### src/rtl/huc6280_timer_irq.sv
// HuC6280 on-chip 7-bit interval timer and interrupt controller.
// Decodes its slice of the hardware I/O page and drives the three masked IRQ lines.
module huc6280_timer_irq #(
  parameter int unsigned PRESCALE = 1024,
  parameter logic [7:0]  IO_PAGE  = 8'hFF
) (
  input  logic        clk,
  input  logic        reset,
  input  logic [20:0] addr,
  input  logic [7:0]  dIn,
  output logic [7:0]  dOut,
  input  logic        re,
  input  logic        we,
  output logic        hit,
  input  logic        irq1_n,
  input  logic        irq2_n,
  output logic        tiq,
  output logic        irq1,
  output logic        irq2
);

  localparam int unsigned PW = (PRESCALE > 2) ? $clog2(PRESCALE) : 1;
  localparam logic [PW-1:0] PTERM = PW'(PRESCALE - 1);

  logic [6:0]    reload_q, reload_d;
  logic [6:0]    counter_q, counter_d;
  logic          enable_q, enable_d;
  logic [PW-1:0] presc_q, presc_d;
  logic [2:0]    mask_q, mask_d;
  logic          tiq_pend_q, tiq_pend_d;
  logic [7:0]    dout_q, dout_d;

  logic       page_hit, tmr_sel, irq_sel;
  logic [1:0] sel;
  logic       wr_tmr, wr_irq, tick, underflow;
  logic [7:0] rdata;

  // Address bits between the region field and the register select are mirrored.
  logic unused;
  assign unused = ^{addr[9:2], dIn[7]};

  assign page_hit = (addr[20:13] == IO_PAGE);
  assign tmr_sel  = page_hit && (addr[12:10] == 3'b011);
  assign irq_sel  = page_hit && (addr[12:10] == 3'b101);
  assign hit      = tmr_sel || irq_sel;
  assign sel      = addr[1:0];
  assign wr_tmr   = we && tmr_sel;
  assign wr_irq   = we && irq_sel;

  always_comb begin
    reload_d   = reload_q;
    counter_d  = counter_q;
    enable_d   = enable_q;
    presc_d    = presc_q;
    mask_d     = mask_q;
    tiq_pend_d = tiq_pend_q;
    tick       = 1'b0;

    if (enable_q) begin
      if (presc_q == PTERM) begin
        presc_d = '0;
        tick    = 1'b1;
      end else begin
        presc_d = presc_q + 1'b1;
      end
    end
    underflow = tick && (counter_q == 7'd0);
    if (tick) counter_d = (counter_q == 7'd0) ? reload_q : counter_q - 7'd1;

    if (wr_tmr && sel == 2'd0) reload_d = dIn[6:0];
    if (wr_tmr && sel == 2'd1) begin
      enable_d = dIn[0];
      // Only a rising enable restarts the count; 1->1 leaves it running.
      if (dIn[0] && !enable_q) begin
        counter_d = reload_q;
        presc_d   = '0;
      end
    end
    if (wr_irq && sel == 2'd2) mask_d = dIn[2:0];
    if (wr_irq && sel == 2'd3) tiq_pend_d = 1'b0;
    if (underflow) tiq_pend_d = 1'b1;
  end

  always_comb begin
    rdata = 8'h00;
    if (tmr_sel) begin
      case (sel)
        2'd0:    rdata = {1'b0, counter_q};
        2'd1:    rdata = {7'b0, enable_q};
        default: rdata = 8'h00;
      endcase
    end else if (irq_sel) begin
      case (sel)
        2'd2:    rdata = {5'b0, mask_q};
        2'd3:    rdata = {5'b0, tiq_pend_q, ~irq1_n, ~irq2_n};
        default: rdata = 8'h00;
      endcase
    end
    dout_d = (re && hit) ? rdata : dout_q;
  end

  always_ff @(posedge clk or posedge reset) begin
    if (reset) begin
      reload_q   <= 7'd0;
      counter_q  <= 7'd0;
      enable_q   <= 1'b0;
      presc_q    <= '0;
      mask_q     <= 3'b000;
      tiq_pend_q <= 1'b0;
      dout_q     <= 8'h00;
    end else begin
      reload_q   <= reload_d;
      counter_q  <= counter_d;
      enable_q   <= enable_d;
      presc_q    <= presc_d;
      mask_q     <= mask_d;
      tiq_pend_q <= tiq_pend_d;
      dout_q     <= dout_d;
    end
  end

  assign dOut = dout_q;
  assign tiq  = tiq_pend_q & ~mask_q[2];
  assign irq1 = ~irq1_n & ~mask_q[1];
  assign irq2 = ~irq2_n & ~mask_q[0];

endmodule
### config.mk
export PLATFORM = sky130hd
export DESIGN_NAME = huc6280_timer_irq
export DESIGN_NICKNAME = d
export VERILOG_FILES = /design/src/rtl/huc6280_timer_irq.sv
export SDC_FILE = /design/constraint.sdc
export NUM_CORES = 1
export LEC_CHECK = 0
export ABC_AREA = 1
export BUFFER_PORTS_ARGS = -buffer_cell sky130_fd_sc_hd__buf_2
export CAP_MARGIN = 20
export CORE_UTILIZATION = 49
export DETAILED_ROUTE_END_ITERATION = 12
export PLACE_DENSITY = 0.76
export SETUP_SLACK_MARGIN = 0.3
export SKIP_CTS_REPAIR_TIMING = 1
export SLEW_MARGIN = 40
export SYNTH_ARGS = -nofsm -noshare
export SYNTH_HDL_FRONTEND = slang
export SYNTH_SLANG_ARGS = --single-unit
### constraint.sdc
create_clock -name clk -period 1.4 [get_ports clk]
set_input_delay 0.07 -clock clk [delete_from_list [all_inputs] [get_ports clk]]
set_output_delay 0.07 -clock clk [all_outputs]
set_load 0.05 [all_outputs]
==> results of run 1 <==
==> logic make-up after synthesis <==
| family | share of synthesized area |
|---|---|
| other | 0.00174 |
| AND/OR/NAND/NOR | 0.365 |
| buffers and inverters | 0.0969 |
| XOR/XNOR | 0.0244 |
| adder cells (fa/ha/maj) | 0.0174 |
| flip-flops | 0.418 |
| AO/OA/AOI/OAI | 0.0766 |
==> registers in the layout, indices dropped and copies added, names as in the netlist <==
signal,flops
tiq_pend_q,1
dOut,7
mask_q,3
enable_q,1
reload_q,7
counter_q,7
presc_q,10
==> worst paths after layout <==
check                                  start           end  cells after the start
worst min register to register       dOut[4]       dOut[4]                      2
worst max register to register  counter_q[0]  counter_q[3]                     11
min in group asynchronous              reset    presc_q[5]                      4
worst max-delay path            counter_q[0]  counter_q[3]                     11
max in group asynchronous              reset      enable_q                      4
worst min-delay path                  dIn[6]   reload_q[6]                      3
==> worst max-delay path: cells and delay by family (launching register included) <==
family                     cells  cell delay [ns]
DFF                            1             0.40
adders and majority gates      1             0.14
buffers and inverters          4             0.29
and+or+nand+nor                6             0.55
==> area by class of cell <==
| cell class | instances | area [um2] |
|---|---|---|
| fillers | 346 | 1300 |
| flip-flops and latches | 36 | 902 |
| inverters | 46 | 188 |
| clock buffers | 8 | 90.1 |
| multi-input cells | 204 | 1160 |
| well taps | 50 | 62.6 |
| repair buffers | 63 | 417 |
==> metrics by stage <==
stage                      util  instance area [um2]  setup slack, ns  power [W]  hold slack [ns]
after floorplan               -                 2200           0.0208    0.00163            0.191
after global placement    0.621                 2550          -0.0260    0.00181            0.190
after detailed placement  0.621                 2550          -0.0763    0.00183            0.198
after CTS                 0.642                 2640          -0.0976    0.00259           -0.118
after global routing      0.684                 2820           -0.166    0.00276           0.0387
final                     0.684                 2820          -0.0827    0.00260           0.0316
==> report_power, final <==
part	leakage, nW	switching, W	total, W	internal (W)
Sequential	0.428	0.000109	0.00125	0.00115
Combinational	1.02	0.000318	0.000594	0.000276
Clock	0.0455	0.000350	0.000751	0.000401
==> synthesized netlist by cell type (2+ instances only) <==
library cell   n  area share
nand2_1       79        0.14
inv_1         41       0.071
dfrtp_1       36        0.42
nor2_1        30       0.052
nand3_1       29       0.067
o21ai_0       10       0.023
a21oi_1        9       0.021
nand4_1        6       0.017
nor3_1         5       0.012
xor2_1         5       0.020
inv_2          4      0.0070
nor2_4         4       0.021
ha_1           3       0.017
nand2_2        3      0.0087
o21ai_1        3      0.0070
buf_4          2      0.0070
nand3_2        2      0.0093
nor2_2         2      0.0058
o211ai_1       2      0.0070
==> metal layers <==
| metal | track usage | share of wire | up-vias |
|---|---|---|---|
| met5 | 0 | 0 | - |
| met4 | 0.0781 | 0.014 | 0 |
| met3 | 0.0600 | 0.035 | 8 |
| met2 | 0.369 | 0.48 | 41 |
| met1 | 0.299 | 0.47 | 938 |
| li1 | - | - | 1046 |
==> metrics.csv, run 1 <==
metric,value,unit
remaining antenna violation count,0,
Final Skew,0.00480,ns
violations in the final reports,setup timing,
vias per cell,5.00,
sort of element at the end of the critical path,flop,
clock tree from TritonCTS,yes,
global-route usage over all layers,0.230,
FF-to-FF setup slack,-0.08,ns
violation count after the first detailed-routing iteration,97,
non-filler instance count after layout,407,
yosys warns,0,
wire length of the first global-routing pass,7790,um
CP max FO,4,
slowest stage cell on the critical path,dfrtp_1,
Initial Util,0.524,
antenna diode instance count,0,
Inst Count DP,391,
num ports,47,
number of global-route vias before repair,1817,
sink count of the clock tree,36,
Clk Tree Root Cell,clkbuf_8,
Leak,1.49,nW
Tmin final,1.48,ns
antenna violations before repair,0,
total grt overflow,0,
total iterations of the first detailed-routing run,4,
syn avg cell area,7.44,um2
final RePlAce weighted congestion,0.876,
detailed placer's ending HPWL,3430,um
source-to-sink clock delay at the later pin of the worst-skew pair,0.29,ns
"leading cell type in the layout, fill and taps excluded",nand2_1,
share of post-route cells with drive strength above 1,0.319,
number of remaining DRC errors,0,
number of rows created at floorplan,23,
drt wl/cell,11.8,um
predominant post-synthesis flop cell,dfrtp_1,
CP Data Required Time,1.58,ns
final setup fails,9,
CORE AREA,0.00412,mm2
number of vias in the routed layout,2033,
number of max-slew violations in the final report,0,
pin count of the biggest net entering global routing,37,
Worst IR Drop VDD,0.880,mV
clock buffers created by TritonCTS,5,
crit start category,flop,
"EDFF count, synth",0,
post-CTS clock slew at the launch and capture registers of the worst setup and hold paths,0.07,ns
height of the chip,68.4,um
number of failing hold endpoints at the final stage,0,
"Arr. time, crit path",1.67,ns
critical setup path kind,flop to flop,
sum of negative setup slack,-0.379,ns
max frequency,674,MHz
delay contributed by the slowest stage of the critical path,0.40,ns
CTS Buffer Depth,2,
DRT Wirelength,4820,um
"Critical Path, Cell by Cell",inv_2 -> ha_4 -> inv_2 -> nor3_2 -> nand2_2 -> clkinv_4 -> nand2_2 -> nand3_1 -> nand3_1 -> nand2_1 -> inv_1,
final period utilization,1.06,
total number of H-tree levels,2,
library cells used by synthesis,34,
Yosys reg bits,36,
synthesized instance count,290,
quantity of I/O buffers inserted on ports,36,
"Net count, final",394,
die outline width,68.4,um
power per cell area,923,mW/mm2
RSZ-0062 raised after global routing,true,
Netlist Area Pre-Place,0.00216,mm2
Area growth syn-to-layout,30.5,%
Maximum Capacitance Violations,0,
result of the run,finished with violations,
least setup slack across all paths after layout,-0.0827,ns
overall die area,0.00467,mm2
number of nets produced by synthesis,328,
most frequent cells in the layout,"nand2_1, inv_1, dfrtp_1, buf_2, nand3_1",
class of the tightest hold or removal check,input port to flop,
register area share after synthesis,0.418,
share of synthesized flip-flops with an asynchronous set or reset,1.00,
(Power assumes the default switching activity.)
==> inputs of run 2 (changes only) <==
--- a/config.mk
+++ b/config.mk
@@ -5,12 +5,11 @@
 export SDC_FILE = /design/constraint.sdc
 export NUM_CORES = 1
 export LEC_CHECK = 0
-export ABC_AREA = 1
 export BUFFER_PORTS_ARGS = -buffer_cell sky130_fd_sc_hd__buf_2
 export CAP_MARGIN = 20
-export CORE_UTILIZATION = 49
+export CORE_UTILIZATION = 48
 export DETAILED_ROUTE_END_ITERATION = 12
-export PLACE_DENSITY = 0.76
+export PLACE_DENSITY = 0.75
 export SETUP_SLACK_MARGIN = 0.3
 export SKIP_CTS_REPAIR_TIMING = 1
 export SLEW_MARGIN = 40
==> run 2 against run 1 <==
Compared with the run above: the flow finishes with violations (hold timing, setup timing); cell count decreased by 14%; die area decreased by 2.2%; routed wire length increased by 30%; power decreased by 11%; clock skew increased by 0.0064 ns; critical endpoint unchanged; highest routed layer unchanged.
==> metrics.csv, run 2 <==
metric,value,unit,change
result of the run,finished with violations,,
violations in the final reports,"hold timing, setup timing",,
count of buffer and inverter cells on the critical path,1,,-3
Maximum Capacitance Violations,0,,unchanged
Final Core Density,0.791,,+0.107
DRT Wirelength,6260,um,+30%
final period utilization,1.18,,+0.119
Placement Cell Area,0.00273,mm2,+6.8%
syn avg cell area,10.4,um2,+39%
clock buffers created by TritonCTS,5,,unchanged
wire length of the first global-routing pass,8330,um,+6.9%
Netlist Area Pre-Place,0.00206,mm2,-4.3%
met3 layer wire length in the routed design,261,um,+53%
cell area after layout,0.00321,mm2,+14%
vias per cell,5.59,,+12%
predominant post-synthesis flop cell,dfrtp_1,,
beginning of the critical path,presc_q[8],,
number of global-route vias before repair,1829,,+0.66%
"EDFF count, synth",0,,unchanged
antenna diode instance count,0,,unchanged
uppermost routed layer,met4,,
"Most flops, register",presc_q,,
number of nets produced by synthesis,237,,-28%
drt wl/cell,17.8,um,+50%
num ports,47,,unchanged
post-CTS clock slew at the launch and capture registers of the worst setup and hold paths,0.08,ns,about the same
Tmin final,1.65,ns,+0.166 ns
least setup slack across all paths after layout,-0.249,ns,-0.166 ns
Crit Reg-Reg Endpoint,counter_q[3],,
"post-synthesis share of cell area spent on and, or, nand and nor gates",0.252,,-0.113
Hold Crit Endpoint,reload_q[3],,
Worst IR Drop VDD,0.648,mV,-26%
power per cell area,724,mW/mm2,-22%
Reg2Reg Launch Point,presc_q[8],,
length of routed wiring on met1,2420,um,+5.7%
number of remaining DRC errors,0,,unchanged
xor and xnor area share after synthesis,0.0297,,+0.00534
most frequent cells in the layout,"buf_4, dfrtp_1, buf_2, buf_6, nand2_1",,
"Net count, final",339,,-14%
start point of the worst hold path,dIn[3],,
sequential cell area in the final layout,901,um2,-0.14%
max frequency,606,MHz,-10%
CTS Buffer Depth,2,,unchanged
total met2 wirelength after detailed routing,3440,um,+50%
delay contributed by the slowest stage of the critical path,0.38,ns,-0.02 ns
critical setup path kind,flop to flop,,
library cell occupying the most area in the post-synthesis netlist,dfrtp_1,,
number of cells traversed by the worst register-to-register path,6,,-5
class of the tightest hold or removal check,input port to flop,,
Initial Util,0.509,,-0.0154
clock tree from TritonCTS,yes,,
post-synth top area share,0.436,,+0.0187
family with the most delay on the worst path,simple AND/OR/NAND/NOR gates,,
final setup fails,9,,unchanged
number of max-slew violations in the final report,0,,unchanged
"Critical Path, Cell by Cell",nand4_1 -> nor4_4 -> buf_4 -> o21ai_1 -> a32oi_1 -> o21a_1,,
die outline width,67.6,um,-1.1%
share of post-route cells with drive strength above 1,0.540,,+0.220
"synthesized-area fraction occupied by ao, oa, aoi and oai cells",0.124,,+0.0471
sink count of the clock tree,36,,unchanged
footprint of the multi-input gates,0.00133,mm2,+15%
height of the chip,67.6,um,-1.1%
detailed placer's ending HPWL,3730,um,+8.9%
Final Hold Slack,-0.00153,ns,-0.0332 ns
adder-cell area share of the yosys netlist,0.0182,,+0.000780
main area contributors after synthesis,"dfrtp_1, mux2_4, nand2_1",,
total number of H-tree levels,2,,unchanged
sort of element at the end of the critical path,flop,,
Largest register FFs,10,,unchanged
number of rows created at floorplan,23,,unchanged
overall die area,0.00457,mm2,-2.2%
"leading cell type in the layout, fill and taps excluded",buf_4,,
depth of the worst hold-timing path,2,,-1
violation count after the first detailed-routing iteration,98,,+1.0%
total iterations of the first detailed-routing run,4,,unchanged
post-synthesis mux area share,0.0964,,+0.0964
Area growth syn-to-layout,55.5,%,
CP Data Required Time,1.63,ns,+0.05 ns
pin count of the biggest net entering global routing,37,,unchanged
antenna violations before repair,0,,unchanged
RSZ-0062 raised after global routing,true,,
FF-to-FF setup slack,-0.25,ns,-0.17 ns
number of vias in the routed layout,1967,,-3.2%
yosys warns,0,,unchanged
global-route usage over all layers,0.255,,+0.0245
remaining antenna violation count,0,,unchanged
number of failing hold endpoints at the final stage,1,,+1
synthesized instance count,199,,-31%
most instantiated cells after synthesis,"dfrtp_1, nand2_1, nor2_1",,
"Arr. time, crit path",1.88,ns,+0.21 ns
quantity of I/O buffers inserted on ports,36,,unchanged
Clk Tree Root Cell,clkbuf_8,,
total grt overflow,0,,unchanged
Leak,1.53,nW,+2.6%
register area share after synthesis,0.436,,+0.0187
Yosys reg bits,36,,unchanged
largest family of logic cells by synthesized area,simple AND/OR/NAND/NOR gates,,
crit start category,flop,,
most frequently used cell type in the post-synthesis netlist,dfrtp_1,,
share of synthesized flip-flops with an asynchronous set or reset,1.00,,unchanged
source-to-sink clock delay at the later pin of the worst-skew pair,0.30,ns,about the same
Filler Cells Inserted,236,,-32%
library cells used by synthesis,56,,+65%
Final Skew,0.0112,ns,+0.00640 ns
CORE AREA,0.00406,mm2,-1.4%
slowest stage cell on the critical path,nor4_4,,
CP max FO,8,,+4
final RePlAce weighted congestion,0.866,,-1.1%
[run 2: cell types whose count changed after synthesis, sizes merged, moves of 5 or more]
cell | before | now
a21oi | 9 | 3
nand3 | 32 | 4
nor4 | 0 | 6
mux2i | 0 | 6
nand2 | 83 | 18
nor2 | 36 | 19
mux2 | 0 | 10
nor3 | 5 | 10
inv | 45 | 10
[run 2: cell families after synthesis]
| family | after synthesis |
|---|---|
| AND/OR/NAND/NOR | 82 |
| AO/OA/AOI/OAI | 37 |
| flip-flops | 36 |
| buffers and inverters | 17 |
| multiplexers | 16 |
| XOR/XNOR | 7 |
| adder cells (fa/ha/maj) | 3 |
| other | 1 |
[run 2: stage by stage]
stage               worst slack [ns]  total power, W  TNS, ns  hold WS [ns]  instances
CTS                           -0.265         0.00226    -1.70        -0.116        334
global placement              -0.228         0.00135    -4.56         0.191        326
detailed placement            -0.253         0.00136    -5.19         0.194        326
floorplan                     -0.174         0.00123    -1.65         0.187        199
global route                  -0.358         0.00242    -2.71     -0.000844        352
finish                        -0.249         0.00233    -1.60      -0.00153        352
[run 2: where the power goes]
group          switching [W]  leakage [nW]  total (W)  internal [W]
clock               0.000386        0.0552   0.000915      0.000529
sequential         0.0000125         0.426    0.00107       0.00105
combinational       0.000179          1.05   0.000345      0.000166
[run 2: worst max-delay path by stage]
stage                     slack (ns)  cells past startpoint            to
after CTS                      -0.26                      6  counter_q[3]
after detailed placement       -0.25                      5   reload_q[2]
after global routing           -0.36                      6  counter_q[3]
after global placement         -0.23                      5   reload_q[6]
after floorplan                -0.17                      6  counter_q[3]
final                          -0.25                      6  counter_q[3]
[run 2: layout make-up]
| cell class | instances | share of cell area |
|---|---|---|
| clock buffers | 6 | 0.0226 |
| clock inverters | 2 | 0.0109 |
| inverters | 10 | 0.0117 |
| multi-input cells | 147 | 0.415 |
| flip-flops and latches | 36 | 0.281 |
| well taps | 50 | 0.0195 |
| repair buffers | 101 | 0.240 |
[run 2: layer usage]
layer	up-vias	global-route usage
li1	931	-
met1	957	0.302
met2	66	0.426
met3	13	0.0456
met4	0	0.152
met5	-	0
==> inputs of run 3 (changes only) <==
--- a/config.mk
+++ b/config.mk
@@ -9,7 +9,7 @@
 export CAP_MARGIN = 20
 export CORE_UTILIZATION = 48
 export DETAILED_ROUTE_END_ITERATION = 12
-export PLACE_DENSITY = 0.75
+export PLACE_DENSITY = 0.72
 export SETUP_SLACK_MARGIN = 0.3
 export SKIP_CTS_REPAIR_TIMING = 1
 export SLEW_MARGIN = 40
==> run 3 against run 2 <==
Compared with the run above: the run ends with setup timing left; first-iteration DRC count rose by 26%; critical path depth did not move; die area did not move; power rose by 0.54%; register-to-register slack barely moved; sequential share of layout area fell by 0.48 points; via count fell by 2.1%; count of clock-buffer cells in the layout fell by 1; final area rose by 1.8%; clock power rose by 0.5%; combinational power rose by 2%; critical endpoint unchanged; largest cell class unchanged.
==> metrics.csv, run 3 (synthesized netlist as in run 2, its figures left out) <==
metric,value,unit,change
"Most flops, register",presc_q,,
final period utilization,1.18,,+0.00122
CTS Buffer Depth,2,,unchanged
class of the tightest hold or removal check,input port to flop,,
total number of H-tree levels,2,,unchanged
sw power,0.000586,W,+1.4%
"Net count, final",340,,+0.29%
number of vias in the routed layout,1926,,-2.1%
Area growth syn-to-layout,58.2,%,
RSZ-0062 raised after global routing,true,,
depth of the worst hold-timing path,2,,unchanged
CORE AREA,0.00406,mm2,unchanged
DRT Wirelength,5630,um,-10%
total iterations of the first detailed-routing run,5,,+1
antenna diode instance count,0,,unchanged
GRT busiest layer,met2,,
clock tree from TritonCTS,yes,,
violation count after the first detailed-routing iteration,123,,+26%
worst slack at placement,-0.261,ns,-0.00805 ns
"leading cell type in the layout, fill and taps excluded",buf_4,,
number of failing hold endpoints at the final stage,0,,-1
Placement Cell Area,0.00276,mm2,+1.1%
drt wl/cell,15.9,um,-10%
worst-margin pin slew,0.491,ns,
sort of element at the end of the critical path,flop,,
family with the most delay on the worst path,simple AND/OR/NAND/NOR gates,,
least setup slack across all paths after layout,-0.251,ns,-0.00170 ns
global-route usage over all layers,0.245,,-0.00983
switching share of total power,0.250,,+0.00210
most frequent cells in the layout,"buf_4, dfrtp_1, buf_2, buf_6, nand2_1",,
delay contributed by the slowest stage of the critical path,0.40,ns,+0.02 ns
Clk Tree Root Cell,clkbuf_8,,
Clk network pwr share,0.393,,about the same
max frequency,606,MHz,-0.10%
GRT met3 Usage,0.0608,,+0.0152
share of post-route cells with drive strength above 1,0.561,,+0.0213
CP Data Required Time,1.62,ns,about the same
CP max FO,7,,-1
Tmin final,1.65,ns,+0.00170 ns
post-CTS clock slew at the launch and capture registers of the worst setup and hold paths,0.08,ns,about the same
clock buffers created by TritonCTS,5,,unchanged
number of global-route vias before repair,1791,,-2.1%
quantity of I/O buffers inserted on ports,36,,unchanged
logic depth of the worst setup path including buffers,6,,unchanged
source-to-sink clock delay at the later pin of the worst-skew pair,0.29,ns,about the same
number of rows created at floorplan,23,,unchanged
Final Skew,0.00833,ns,-0.00286 ns
height of the chip,67.6,um,unchanged
result of the run,finished with violations,,
number of cells traversed by the worst register-to-register path,6,,unchanged
Internal Pwr Total,0.00175,W,+0.26%
count of buffer and inverter cells on the critical path,1,,unchanged
Initial Util,0.509,,unchanged
final RePlAce weighted congestion,0.846,,-2.3%
Leak,1.55,nW,+1.1%
Global Route met1 Usage,0.301,,-0.00192
"Critical Path, Cell by Cell",nand4_1 -> nor4_4 -> buf_4 -> o21ai_1 -> a32oi_1 -> o21a_1,,
critical setup path kind,flop to flop,,
sink count of the clock tree,36,,unchanged
crit start category,flop,,
vias per cell,5.46,,-2.4%
die outline width,67.6,um,unchanged
Largest register FFs,10,,unchanged
antenna violations before repair,0,,unchanged
number of max-slew violations in the final report,0,,unchanged
share of total power in sequential cells,0.456,,-0.002
number of remaining DRC errors,0,,unchanged
total grt overflow,0,,unchanged
detailed placer's ending HPWL,3660,um,-2.0%
Worst IR Drop VDD,0.570,mV,-12%
overall die area,0.00457,mm2,unchanged
power per cell area,716,mW/mm2,-1.2%
met2 GRT Util,0.407,,-0.0186
pin count of the biggest net entering global routing,37,,unchanged
slowest stage cell on the critical path,nor4_4,,
remaining antenna violation count,0,,unchanged
"Arr. time, crit path",1.88,ns,about the same
violations in the final reports,setup timing,,
Comb power frac,0.151,,+0.003
wire length of the first global-routing pass,8110,um,-2.6%
final setup fails,9,,unchanged
num ports,47,,unchanged
cell area after layout,0.00327,mm2,+1.8%
max_slew headroom,0.670,,
Maximum Capacitance Violations,0,,unchanged
Final Core Density,0.805,,+0.0139
run 3: path summary, 6_finish.rpt:
check                          endpoint       start  slack [ns]
hold reg to reg                 dOut[0]     dOut[0]        0.49
setup / recovery           counter_q[3]  presc_q[8]       -0.25
max in group asynchronous    presc_q[1]       reset        0.65
min in group asynchronous       dOut[3]       reset        0.41
setup reg to reg           counter_q[3]  presc_q[8]       -0.25
hold / removal              reload_q[6]      dIn[6]        0.01
run 3: cell type report:
class                   instances  area (um2)
repair buffers                103         808
clock buffers                   5        68.8
multi-input cells             146        1350
well taps                      50        62.6
flip-flops and latches         36         901
clock inverters                 3        42.5
fillers                       249         791
inverters                      10        37.5
run 3: power groups by stage:
stage / registers, W / clock network, W / logic (W)
finish: 0.00107 / 0.000920 / 0.000352
global route: 0.00107 / 0.000982 / 0.000379
CTS: 0.00107 / 0.000943 / 0.000276
detailed placement: 0.00109 / 0 / 0.000274
global placement: 0.00108 / 0 / 0.000267
floorplan: 0.00109 / 0 / 0.000140
run 3: metrics by stage:
step / instances / total power [W] / hold slack [ns] / setup TNS (ns)
after floorplan: 199 / 0.00123 / 0.187 / -1.65
after global placement: 330 / 0.00135 / 0.196 / -4.74
after detailed placement: 330 / 0.00136 / 0.201 / -5.18
after CTS: 338 / 0.00228 / -0.119 / -1.98
after global routing: 353 / 0.00243 / 0.000700 / -2.92
final: 353 / 0.00234 / 0.00958 / -1.71
run 3: layer usage:
layer  share of wire  vias up
li1                -      923
met1            0.44      959
met2            0.51       38
met3           0.030        6
met4           0.013        0
met5               0        -
